File: src/rtl/riscv_fetch_pkg.sv
// Shared types and widths for the instruction-fetch front end.
package riscv_fetch_pkg;

  localparam int XLEN = 32;
  localparam int ILEN = 32;

  typedef enum logic [1:0] {
    IDLE = 2'd0,
    RUN  = 2'd1,
    HALT = 2'd2
  } fetch_state_e;

  typedef struct packed {
    logic [ILEN-1:0] instr;
    logic [XLEN-1:0] pc;
  } fetch_entry_t;

endpackage

File: src/rtl/prefetch_fifo.sv
// Synchronous FIFO of fetch entries with flush; head is readable without a pop.
module prefetch_fifo
  import riscv_fetch_pkg::*;
#(
  parameter int DEPTH = 4,
  localparam int CW = $clog2(DEPTH + 1)
) (
  input  logic          clock,
  input  logic          reset,
  input  logic          flush,
  input  logic          push,
  input  fetch_entry_t  push_data,
  input  logic          pop,
  output fetch_entry_t  head,
  output logic [CW-1:0] count
);

  localparam int PW = (DEPTH > 1) ? $clog2(DEPTH) : 1;
  localparam logic [PW-1:0] LAST_PTR = PW'(DEPTH - 1);
  localparam logic [CW-1:0] FULL_CNT = CW'(DEPTH);

  fetch_entry_t  mem_q [DEPTH];
  logic [PW-1:0] wr_ptr_q, wr_ptr_d;
  logic [PW-1:0] rd_ptr_q, rd_ptr_d;
  logic [CW-1:0] count_q, count_d;
  logic          push_ok, pop_ok;

  function automatic logic [PW-1:0] next_ptr(input logic [PW-1:0] p);
    return (p == LAST_PTR) ? '0 : p + 1'b1;
  endfunction

  assign pop_ok  = pop && (count_q != '0);
  // A full FIFO still accepts a push when the head leaves in the same cycle.
  assign push_ok = push && ((count_q != FULL_CNT) || pop_ok);

  always_comb begin
    wr_ptr_d = wr_ptr_q;
    rd_ptr_d = rd_ptr_q;
    count_d  = count_q;
    if (flush) begin
      wr_ptr_d = '0;
      rd_ptr_d = '0;
      count_d  = '0;
    end else begin
      if (push_ok) wr_ptr_d = next_ptr(wr_ptr_q);
      if (pop_ok)  rd_ptr_d = next_ptr(rd_ptr_q);
      if (push_ok && !pop_ok)      count_d = count_q + 1'b1;
      else if (pop_ok && !push_ok) count_d = count_q - 1'b1;
    end
  end

  always_ff @(posedge clock or posedge reset) begin
    if (reset) begin
      wr_ptr_q <= '0;
      rd_ptr_q <= '0;
      count_q  <= '0;
    end else begin
      wr_ptr_q <= wr_ptr_d;
      rd_ptr_q <= rd_ptr_d;
      count_q  <= count_d;
    end
  end

  always_ff @(posedge clock) begin
    if (push_ok) mem_q[wr_ptr_q] <= push_data;
  end

  assign head  = mem_q[rd_ptr_q];
  assign count = count_q;

endmodule

File: src/rtl/prefetch_ctrl.sv
// Instruction-fetch sequencer: credit-limited memory requests, in-order response
// pairing, instruction FIFO and redirect flush. PREFETCH_PERF_EN adds perf counters.
module prefetch_ctrl
  import riscv_fetch_pkg::*;
#(
  parameter int              DEPTH     = 4,
  parameter int              MAX_OUT   = 2,
  parameter logic [XLEN-1:0] BOOT_ADDR = 32'h0000_0080
) (
  input  logic            clock,
  input  logic            reset,
  input  logic            fetch_en,
  input  logic            redirect,
  input  logic [XLEN-1:0] redirect_pc,
  output logic            imem_req,
  output logic [XLEN-1:0] imem_addr,
  input  logic            imem_gnt,
  input  logic            imem_rvalid,
  input  logic [ILEN-1:0] imem_rdata,
  output logic            instr_valid,
  input  logic            instr_ready,
  output logic [ILEN-1:0] instr_rdata,
  output logic [XLEN-1:0] instr_pc,
  output logic            busy
`ifdef PREFETCH_PERF_EN
  ,
  output logic [31:0]     perf_discard,
  output logic [31:0]     perf_starve
`endif
);

  localparam int FCW = $clog2(DEPTH + 1);
  localparam int OCW = $clog2(MAX_OUT + 1);
  localparam int DCW = $clog2(MAX_OUT + 2);

  fetch_state_e    state_q, state_d;
  logic [XLEN-1:0] pc_q, pc_d;
  logic [XLEN-1:0] hold_addr_q, hold_addr_d;
  logic            hold_q, hold_d;
  logic            stale_q, stale_d;
  logic [DCW-1:0]  discard_q, discard_d;

  logic [FCW-1:0]  fifo_count;
  logic [OCW-1:0]  outstanding;
  fetch_entry_t    pcq_in, pcq_head, ifq_in, ifq_head;
  logic            gnt_fire, rvalid_ok, credit_ok, ifq_push;
  int              out_next;

  assign gnt_fire  = imem_req && imem_gnt;
  assign rvalid_ok = imem_rvalid && (outstanding != '0);
  assign credit_ok = ((int'(fifo_count) + int'(outstanding) - int'(discard_q)) < DEPTH)
                     && (int'(outstanding) < MAX_OUT);

  // A request left ungranted keeps its address regardless of state or redirect.
  assign imem_req  = hold_q || ((state_q == RUN) && credit_ok);
  assign imem_addr = hold_q ? hold_addr_q : pc_q;

  always_comb begin
    state_d     = state_q;
    pc_d        = pc_q;
    discard_d   = discard_q;
    hold_d      = imem_req && !imem_gnt;
    hold_addr_d = imem_addr;
    stale_d     = (imem_req && !imem_gnt) && (stale_q || redirect);
    out_next    = int'(outstanding) + (gnt_fire ? 1 : 0) - (rvalid_ok ? 1 : 0);

    case (state_q)
      IDLE:    if (fetch_en) state_d = RUN;
      RUN:     if (!fetch_en) state_d = HALT;
      HALT: begin
        if (fetch_en)                  state_d = RUN;
        else if (outstanding == '0)    state_d = IDLE;
      end
      default: state_d = IDLE;
    endcase

    // A stale held request was issued for the old stream, so it must not advance pc.
    if (redirect)                               pc_d = {redirect_pc[XLEN-1:2], 2'b00};
    else if (gnt_fire && !(hold_q && stale_q))  pc_d = pc_q + XLEN'(4);

    if (redirect)                               discard_d = DCW'(out_next + (hold_d ? 1 : 0));
    else if (rvalid_ok && (discard_q != '0))    discard_d = discard_q - 1'b1;
  end

  always_ff @(posedge clock or posedge reset) begin
    if (reset) begin
      state_q     <= IDLE;
      pc_q        <= BOOT_ADDR;
      hold_addr_q <= BOOT_ADDR;
      hold_q      <= 1'b0;
      stale_q     <= 1'b0;
      discard_q   <= '0;
    end else begin
      state_q     <= state_d;
      pc_q        <= pc_d;
      hold_addr_q <= hold_addr_d;
      hold_q      <= hold_d;
      stale_q     <= stale_d;
      discard_q   <= discard_d;
    end
  end

  // Granted addresses, popped in order as responses return; its fill is the outstanding count.
  assign pcq_in = '{instr: '0, pc: imem_addr};

  prefetch_fifo #(.DEPTH(MAX_OUT)) u_pc_queue (
    .clock     (clock),
    .reset     (reset),
    .flush     (1'b0),
    .push      (gnt_fire),
    .push_data (pcq_in),
    .pop       (rvalid_ok),
    .head      (pcq_head),
    .count     (outstanding)
  );

  assign ifq_in   = '{instr: imem_rdata, pc: pcq_head.pc};
  assign ifq_push = rvalid_ok && (discard_q == '0) && !redirect;

  prefetch_fifo #(.DEPTH(DEPTH)) u_instr_fifo (
    .clock     (clock),
    .reset     (reset),
    .flush     (redirect),
    .push      (ifq_push),
    .push_data (ifq_in),
    .pop       (instr_valid && instr_ready),
    .head      (ifq_head),
    .count     (fifo_count)
  );

  assign instr_valid = (fifo_count != '0);
  assign instr_rdata = instr_valid ? ifq_head.instr : '0;
  assign instr_pc    = instr_valid ? ifq_head.pc : '0;
  assign busy        = (outstanding != '0) || instr_valid;

  logic unused_bits;
  assign unused_bits = ^{redirect_pc[1:0], pcq_head.instr};

`ifdef PREFETCH_PERF_EN
  logic [31:0] perf_discard_q, perf_starve_q;
  logic        drop_evt, starve_evt;

  assign drop_evt   = rvalid_ok && (redirect || (discard_q != '0));
  assign starve_evt = (state_q == RUN) && !instr_valid && !redirect;

  always_ff @(posedge clock or posedge reset) begin
    if (reset) begin
      perf_discard_q <= '0;
      perf_starve_q  <= '0;
    end else begin
      if (drop_evt && (perf_discard_q != '1))  perf_discard_q <= perf_discard_q + 1'b1;
      if (starve_evt && (perf_starve_q != '1)) perf_starve_q  <= perf_starve_q + 1'b1;
    end
  end

  assign perf_discard = perf_discard_q;
  assign perf_starve  = perf_starve_q;
`endif

`ifndef SYNTHESIS
  rvalid_needs_outstanding: assert property (
    @(posedge clock) disable iff (reset) imem_rvalid |-> (outstanding != '0));
`endif

endmodule

File: config.mk
export PLATFORM = sky130hd
export DESIGN_NAME = prefetch_ctrl
export DESIGN_NICKNAME = d
export VERILOG_FILES = /design/src/rtl/riscv_fetch_pkg.sv /design/src/rtl/prefetch_fifo.sv /design/src/rtl/prefetch_ctrl.sv
export SDC_FILE = /design/constraint.sdc
export NUM_CORES = 1
export LEC_CHECK = 0
export ABC_CLOCK_PERIOD_IN_PS = 7100
export CAP_MARGIN = 20
export CORE_MARGIN = 2
export CORE_UTILIZATION = 44
export CTS_BUF_LIST = sky130_fd_sc_hd__clkbuf_2
export DETAILED_ROUTE_END_ITERATION = 8
export SLEW_MARGIN = 15
export SYNTH_ARGS = -nofsm -noshare
export SYNTH_HDL_FRONTEND = slang
export SYNTH_HIERARCHICAL = 1
export SYNTH_SLANG_ARGS = --single-unit
File: constraint.sdc
create_clock -name clock -period 7.1 [get_ports clock]
set_clock_uncertainty 0.2 [all_clocks]
set_input_delay 2.13 -clock clock [delete_from_list [all_inputs] [get_ports clock]]
set_output_delay 2.13 -clock clock [all_outputs]
set_load 0.03 [all_outputs]
* Word-level counts from Yosys, hierarchy flattened *
Memories as Yosys holds them, arrays and structs flattened.
Cells that the tools add are included.
W data, S select, Z words.

word-level totals
  bits in registers = 81
  RAM bits = 320
  input port bits = 71
  output and inout bits = 99
  memories = 2

memory list
  name                words  width  read ports  clocked after Yosys merged registers in  write ports  line                 RTL
  u_instr_fifo.mem_q  4      64     1           0                                        1            prefetch_fifo.sv:22  fetch_entry_t mem_q [DEPTH];
  u_pc_queue.mem_q    2      32     1           0                                        1            prefetch_fifo.sv:22

operators by class
  add/sub/neg operators = 15
  order comparisons = 2
  equal/unequal tests = 9
  multiplexer cells = 32
  reduce and logical (&&, ||, !) cells = 45

operators with widths
  cell                     count
  $mux W32                 5
  $add A32 B3 Y32 const B  1
  $mux W2                  14
  $logic_and A1 B1 Y1      20
  $reduce_bool A2 Y1       7
  $mux W1                  9
  $mux W3                  3
  $logic_not A1 Y1         7
  $add A2 B1 Y2 const B    3
  $eq A2 B2 Y1 const B     3
  $logic_not A2 Y1         3
  $ne A2 B2 Y1 const B     3
  $ne A3 B3 Y1 const B     2
  $pmux W2 S3              1
  $reduce_bool A3 Y1       2
  $logic_or A1 B1 Y1       5
  $lt A5 B4 Y1 const B     1
  $sub A4 B2 Y5            1
  $add A3 B2 Y4            1
  $sub A2 B1 Y2 const B    2
  $add A3 B1 Y3 const B    1
  $reduce_and A3 Y1        1
  $sub A3 B1 Y3 const B    1
  $add A1 B1 Y1 const B    2
  other kinds (5)          5

* Logic depth before layout (Yosys ltp) *
Gate-level depths: netlist of the first run.

  depth after elaboration = 12
  depth in mapped cells = 15
  mapped depth without buffers = 14

* Hierarchy *
The synthesis of the first run kept the hierarchy.

by module, submodules not included
  module                        instances  cells an instance  area an instance (um2)
  prefetch_fifo (u_instr_fifo)  1          394                9766.9
  prefetch_fifo (u_pc_queue)    1          224                4873.4
  prefetch_ctrl                 1          426                4062.6

* Least setup slack after synthesis of the first run *
OpenSTA, ideal clock, no wires.

  kind = register to register
  start point = register u_pc_queue.count_q[1], in the netlist u_pc_queue/count[1]
  end point = memory u_pc_queue/mem_q[0][0] (netlist bit), enable pin
  library setup time = 487 ps
  arrival = 5815 ps
  required time = 6413 ps
  path slack = 599 ps
  cell stages (with the launch flop) = 14
  buffers on the path = 1
  clock period less this slack = 6501 ps
  cell sequence = dfrtp_1 > clkbuf_1 > inv_1 > fa_1 > inv_1 > ha_1 > and3b_1 > nor4_4 > nor3_1 > nor3_1 > nor2_1 > nor2b_1 > o31ai_4 > nor2_1

between the ends
  cells in the longest elaborated chain, start to end = 10
  elaborated cells between the ends (all ways) = 16

ends and longest elaborated chain
  item                             line                 RTL
  start, declared                  prefetch_fifo.sv:25  logic [CW-1:0] count_q, count_d;
  start signal, assigned           prefetch_fifo.sv:60  count_q <= count_d;
  $add A3 B2 Y4                    prefetch_ctrl.sv:51  assign credit_ok = ((int'(fifo_count) + int'(outstanding) - int'(discard_q)) < DEPTH)
  $sub A4 B2 Y5                    prefetch_ctrl.sv:51
  $lt A5 B4 Y1                     prefetch_ctrl.sv:51
  $logic_and A1 B1 Y1 *            prefetch_ctrl.sv:52  && (int'(outstanding) < MAX_OUT);
  $logic_and A1 B1 Y1 *            prefetch_ctrl.sv:55  assign imem_req = hold_q || ((state_q == RUN) && credit_ok);
  $logic_or A1 B1 Y1 *             prefetch_ctrl.sv:55
  $logic_and A1 B1 Y1 *            prefetch_ctrl.sv:49  assign gnt_fire = imem_req && imem_gnt;
  named net gnt_fire               prefetch_ctrl.sv:46  logic gnt_fire, rvalid_ok, credit_ok, ifq_push;
  $logic_and A1 B1 Y1 *            prefetch_fifo.sv:34  assign push_ok = push && ((count_q != FULL_CNT) || pop_ok);
  $mux W1 *                        prefetch_fifo.sv:65  if (push_ok) mem_q[wr_ptr_q] <= push_data;
  $mux W1 (not written as such) *  prefetch_fifo.sv:65
  end, declared                    prefetch_fifo.sv:22

Mark *: on every way through the listed nets, which the timed path passes. The rest lies on a longest branch.

* Final worst setup path of the first run *
  start point = register u_pc_queue.count_q[1], in the netlist u_pc_queue/count[1]
  end point = output imem_req

between the ends
  cells in the longest elaborated chain, start to end = 6
  elaborated cells between the ends (all ways) = 7

ends and longest elaborated chain
  item                   line                 RTL
  $add A3 B2 Y4          prefetch_ctrl.sv:51
  $sub A4 B2 Y5          prefetch_ctrl.sv:51
  $lt A5 B4 Y1           prefetch_ctrl.sv:51
  $logic_and A1 B1 Y1 *  prefetch_ctrl.sv:52
  $logic_and A1 B1 Y1 *  prefetch_ctrl.sv:55
  $logic_or A1 B1 Y1 *   prefetch_ctrl.sv:55
  end, declared          prefetch_ctrl.sv:15  output logic imem_req,

Mark *: on every way between the ends. The rest lies on a longest branch, timed or not.

==> results of run 1 <==
==> power by group through the flow <==
stage	registers, uW	clock network, uW	logic [uW]
2_1_floorplan	2800	0	405
3_3_place_gp	2820	0	635
3_5_place_dp	2830	0	654
4_1_cts	2780	1480	657
5_1_grt	2790	1610	707
6_report	2780	1410	648
==> registers in the layout, indices dropped and copies added, names as in the netlist, 2 cells and up <==
name                   flops
discard_q                  2
u_instr_fifo/mem_q       256
u_pc_queue/count           2
pc_q                      30
state_q                    2
u_pc_queue/mem_q          64
u_instr_fifo/count         3
u_instr_fifo/wr_ptr_q      2
u_instr_fifo/rd_ptr_q      2
hold_addr_q               32
==> layout make-up <==
type | count | area (sq um) | area share, %
diodes | 1 | 2.50 | 0.0128
clock buffers | 143 | 716 | 3.67
clock inverters | 30 | 121 | 0.622
inverters | 30 | 113 | 0.577
multi-input cells | 475 | 4510 | 23.1
flip-flops and latches | 399 | 11600 | 59.4
well taps | 468 | 586 | 3.00
repair buffers | 182 | 1870 | 9.58
==> worst paths after layout <==
check,startpoint,end,slack [ns]
max in group asynchronous,reset,hold_addr_q[20],4.18
max reg2reg,u_pc_queue/count[1],u_pc_queue/mem_q[0][18],2.37
min reg2reg,state_q[0],state_q[0],0.29
min in group asynchronous,reset,u_pc_queue/count[1],1.32
min,state_q[0],state_q[0],0.29
max,u_pc_queue/count[1],imem_req,0.46
==> through the flow <==
stage	cells	cell area [sq um]	power [uW]	utilization, %
floorplan	951	16400	3210	-
global placement	1552	18600	3460	50.7
global route	1728	19500	5100	53.2
detailed placement	1554	18700	3480	50.9
finish	1728	19500	4830	53.2
CTS	1727	19500	4910	53.1
==> worst reg2reg max path: stages, from the launching register on <==
cell	delay [ns]
dfrtp_1	0.64
inv_1	0.11
fa_1	0.49
inv_1	0.04
ha_1	0.29
and3b_1	0.20
nor4_4	0.29
nor3_1	0.12
nor3_2	0.31
nor2_1	0.14
nor2b_1	0.54
o31ai_4	0.22
nor2_4	0.56
buf_16	0.24
==> layer usage <==
metal  vias up  wire length, um  GRT usage [%]
met5         -                0              0
met4         0              715           6.85
met3        61             1740           4.46
met2       249            16600           29.6
met1      4501            14900           23.4
li1       4189                -              -
==> impl_metrics.py, run 1 <==
metrics = {
    "clocking": {
        "tritoncts": "built",
        "cts.sinks": 399,
        "max-clock-path-buffers": 3,
        "postCtsSetupBuffers": 0,
        "root_buffer": "clkbuf_2",
        "cts_buffers": 101,
        "htreeDepth": 3,
        "cts_resized": 0,
        "path_clk_slew_ns": 0.11,
        "insertion_delay_ns": 0.90,
        "ctsHoldBuffers": 0,
    },
    "sta": {
        "fin_crit_sh_pct": 93.5,
        "fmax_ghz": 0.151,
        "drv_slew": 0,
        "fin_setup_tns_ns": 0,
        "min_period_ns": 6.64,
        "setup_slack_ns": 0.459,
        "rsz0062_at_grt": "no",
        "relSlewSlack_pct": 43.6,
        "final-hold-violation-count": 0,
        "tightest_slew_ns": 0.846,
        "setup_viol": 0,
        "hold_ws_ns": 0.286,
    },
    "route": {
        "wl_per_cell_um": 19.6,
        "drt_wl_total_mm": 34.0,
        "antenna_left": 0,
        "vias": 9000,
        "drtIter0Drc": 425,
        "drc_errors": 0,
        "drtPass1Iterations": 4,
        "drt-vias-per-instance": 5.21,
    },
    "setup_path": {
        "critPathKind": "reg -> out",
        "cp-start-kind": "flop",
        "crit_top_cell": "inv_1",
        "slowest_delay_ns": 0.68,
        "critPathRequiredTime_ns": 4.77,
        "cp_max_fo": 13,
        "cp_num_cells": 11,
        "path_delay_family": "simple AND/OR/NAND/NOR gates",
        "r2r_cells": 13,
        "arrival_ns": 4.31,
        "path_cells": "inv_1 -> fa_1 -> inv_1 -> ha_1 -> and3b_1 -> nor4_4 -> nor3_1 -> nor3_2 -> nor2_1 -> inv_1 -> clkdlybuf4s50_1",
        "cp_num_buf_inv": 4,
        "crit_slowest_cell": "clkdlybuf4s50_1",
        "cp-end-kind": "output pin",
    },
    "synthesis": {
        "syn_inst": 947,
        "ys_warn_count": 6,
        "syn_area_sq_um": 16400,
        "syn_avg_cell_area_sq_um": 17.3,
    },
    "power": {
        "p_per_area_nw_per_um2": 248,
        "power.switching_uw": 1320,
        "seqPwrFrac_pct": 57.4,
        "leakage_uw": 0.00674,
        "p_sw_share_pct": 27.3,
        "clkPwrFrac_pct": 29.2,
        "peakVddDrop_v": 0.000117,
        "combPwrFrac_pct": 13.4,
        "power.internal_uw": 3510,
    },
    "global_route": {
        "grt_pass1_vias": 9522,
        "grt-ovfl-total": 0,
        "grtUsageTotal_pct": 18.0,
        "grt_first_pass_wirelength_mm": 53.1,
        "antenna_found_initial": 1,
        "grt_max_degree": 57,
    },
    "layout": {
        "final_common_cell": "edfxtp_1",
        "nFillCells": 3079,
        "area_delta_synth_final_pct": 18.9,
        "nNetsFinal": 1276,
        "drive_gt1_share_pct": 26.3,
        "final_cell_mix": "320 x edfxtp_1, 166 x clkdlybuf4s50_1, 143 x clkbuf_2",
    },
    "flow_run": {
        "max_cap_violations": 0,
    },
    "die": {
        "die_y_um": 197,
        "core_area_sq_um": 36700,
        "row_count": 70,
        "initial_core_util_pct": 44.7,
        "fp.dieW_um": 197,
        "ioPinCount": 170,
        "die-area_sq_um": 38900,
    },
    "place": {
        "routabilityCongestion": 0.751,
        "portBuffers": 167,
        "dp_hpwl_mm": 21.2,
        "pre_cts_ws_ns": 1.26,
    },
    "hold_path": {
        "hold_class": "reg -> reg",
        "hold_depth": 1,
    },
    "outcome": {
        "status": "complete, no violations",
    },
}
Note: power is estimated with default switching activity, not from simulation.
==> inputs of run 2 (changes only) <==
--- a/config.mk
+++ b/config.mk
@@ -7,6 +7,7 @@
 export LEC_CHECK = 0
 export ABC_CLOCK_PERIOD_IN_PS = 7100
 export CAP_MARGIN = 20
+export CORE_ASPECT_RATIO = 1.5
 export CORE_MARGIN = 2
 export CORE_UTILIZATION = 44
 export CTS_BUF_LIST = sky130_fd_sc_hd__clkbuf_2
==> impl_metrics.py, run 2 (synthesis results as in run 1) <==
metrics = {
    "sta": {
        "relSlewSlack_pct": 33.4,
        "drv_slew": 0,
        "fin_setup_tns_ns": 0,
        "min_period_ns": 6.66,
        "fmax_ghz": 0.150,
        "setup_viol": 0,
        "fin_crit_sh_pct": 93.8,
        "rsz0062_at_grt": "no",
        "tightest_slew_ns": 0.999,
        "final-hold-violation-count": 0,
    },
    "setup_path": {
        "cp-start-kind": "flop",
        "crit_start": "u_instr_fifo/count[1]",
        "r2r-start": "u_instr_fifo/count[1]",
        "critPathKind": "reg -> out",
        "cp_max_fo": 8,
        "critPathRequiredTime_ns": 4.77,
        "cp-end-kind": "output pin",
        "arrival_ns": 4.33,
    },
    "clocking": {
        "path_clk_slew_ns": 0.11,
        "insertion_delay_ns": 0.95,
        "root_buffer": "clkbuf_2",
        "htreeDepth": 3,
        "cts_resized": 0,
        "cts.sinks": 399,
        "max-clock-path-buffers": 3,
        "ctsHoldBuffers": 0,
        "tritoncts": "built",
        "cts_buffers": 91,
        "postCtsSetupBuffers": 0,
    },
    "die": {
        "die_y_um": 241,
        "ioPinCount": 170,
        "fp.dieW_um": 162,
        "die-area_sq_um": 38900,
        "core_area_sq_um": 36800,
        "row_count": 86,
        "initial_core_util_pct": 44.6,
    },
    "hold_path": {
        "hp-start": "state_q[1]",
        "hold_class": "reg -> reg",
    },
    "route": {
        "drtPass1Iterations": 4,
        "drtIter0Drc": 405,
        "wl_per_cell_um": 18.5,
        "antenna_left": 0,
        "drc_errors": 0,
        "drt_wl_total_mm": 32.2,
        "vias": 8938,
        "drt-vias-per-instance": 5.13,
    },
    "flow_run": {
        "max_cap_violations": 0,
    },
    "outcome": {
        "status": "complete, no violations",
    },
    "global_route": {
        "grtUsageTotal_pct": 16.9,
        "grt_pass1_vias": 9374,
        "antenna_found_initial": 1,
        "grt_first_pass_wirelength_mm": 49.7,
        "grt-ovfl-total": 0,
        "grt_max_degree": 65,
    },
    "place": {
        "dp_hpwl_mm": 20.2,
        "postPlaceCellArea_sq_um": 18600,
        "routabilityCongestion": 0.776,
        "portBuffers": 167,
    },
    "power": {
        "leakage_uw": 0.00675,
        "p_per_area_nw_per_um2": 249,
        "peakVddDrop_v": 0.000139,
    },
    "layout": {
        "largest_reg_flops": 256,
        "largestRegisters": "u_instr_fifo/mem_q: 256 flops, u_pc_queue/mem_q: 64 flops, hold_addr_q: 32 flops",
        "nNetsFinal": 1272,
        "largest_register": "u_instr_fifo/mem_q",
        "final_common_cell": "edfxtp_1",
        "final_cell_mix": "320 x edfxtp_1, 166 x clkdlybuf4s50_1, 133 x clkbuf_2",
        "fin_area_sq_um": 19500,
        "drive_gt1_share_pct": 26.2,
        "area_delta_synth_final_pct": 18.8,
    },
}
run 2: cell count changes in the layout (fill, tap and decap cells not counted), moves of 3 or more:
| cell | delta |
|---|---|
| and3_4 | -4 |
| clkinv_2 | +3 |
| and3_2 | +4 |
| buf_4 | +11 |
| buf_12 | -3 |
| clkbuf_2 | -10 |
run 2: cell type report:
class | instances | area [sq um]
diodes | 1 | 2.50
clock buffers | 133 | 666
clock inverters | 34 | 193
fillers | 3155 | 17300
inverters | 30 | 113
multi-input cells | 475 | 4480
flip-flops and latches | 399 | 11600
well taps | 484 | 606
repair buffers | 188 | 1840
run 2: final timing paths:
path / endpoint / slack [ns] / depth (start not counted)
max in group asynchronous: hold_addr_q[28] / 4.31 / 3
worst min register to register: state_q[0] / 0.28 / 1
worst min-delay path: state_q[0] / 0.28 / 1
min in group asynchronous: u_pc_queue/rd_ptr_q / 1.30 / 2
worst max register to register: u_pc_queue/mem_q[0][24] / 2.60 / 13
worst max-delay path: imem_req / 0.44 / 11
run 2: power breakdown:
group          internal [uW]  switching [uW]  total [uW]
clock network            578             859        1440
registers               2710            68.7        2780
logic                    262             375         637
total                   3550            1300        4850
run 2: through the flow:
| step | power [uW] | worst slack, ns | hold slack, ns | utilization, % | cells |
|---|---|---|---|---|---|
| after global placement | 3460 | 1.44 | 0.245 | 50.6 | 1576 |
| after floorplan | 3210 | 1.80 | 0.237 | - | 951 |
| after CTS | 4940 | 0.292 | 0.278 | 52.9 | 1743 |
| after global routing | 5100 | 0.117 | 0.320 | 53.0 | 1744 |
| final | 4850 | 0.440 | 0.275 | 53.0 | 1744 |
| after detailed placement | 3470 | 1.44 | 0.262 | 50.6 | 1576 |
run 2: critical path: stages (launching register included):
cell	delay, ns
dfrtp_1	0.48
inv_1	0.09
fa_1	0.52
inv_1	0.05
ha_1	0.29
and3b_1	0.21
nor4_4	0.29
nor3_1	0.10
nor3_1	0.44
nor2_1	0.17
inv_1	0.09
clkdlybuf4s50_1	0.67
run 2: metal layers:
metal  up-vias  GRT usage [%]  part of all wire, %
met3        60           3.40                  4.7
met5         -              0                    0
met1      4454           19.6                   40
li1       4177              -                    -
met2       247           30.0                   52
met4         0           8.50                  3.0
==> inputs of run 3 (changes only) <==
--- a/config.mk
+++ b/config.mk
@@ -12,7 +12,6 @@
 export CORE_UTILIZATION = 44
 export CTS_BUF_LIST = sky130_fd_sc_hd__clkbuf_2
 export DETAILED_ROUTE_END_ITERATION = 8
-export SLEW_MARGIN = 15
 export SYNTH_ARGS = -nofsm -noshare
 export SYNTH_HDL_FRONTEND = slang
 export SYNTH_HIERARCHICAL = 1
==> results of run 3 <==
Final layout, timing and power as in run 2 (identical DEF).
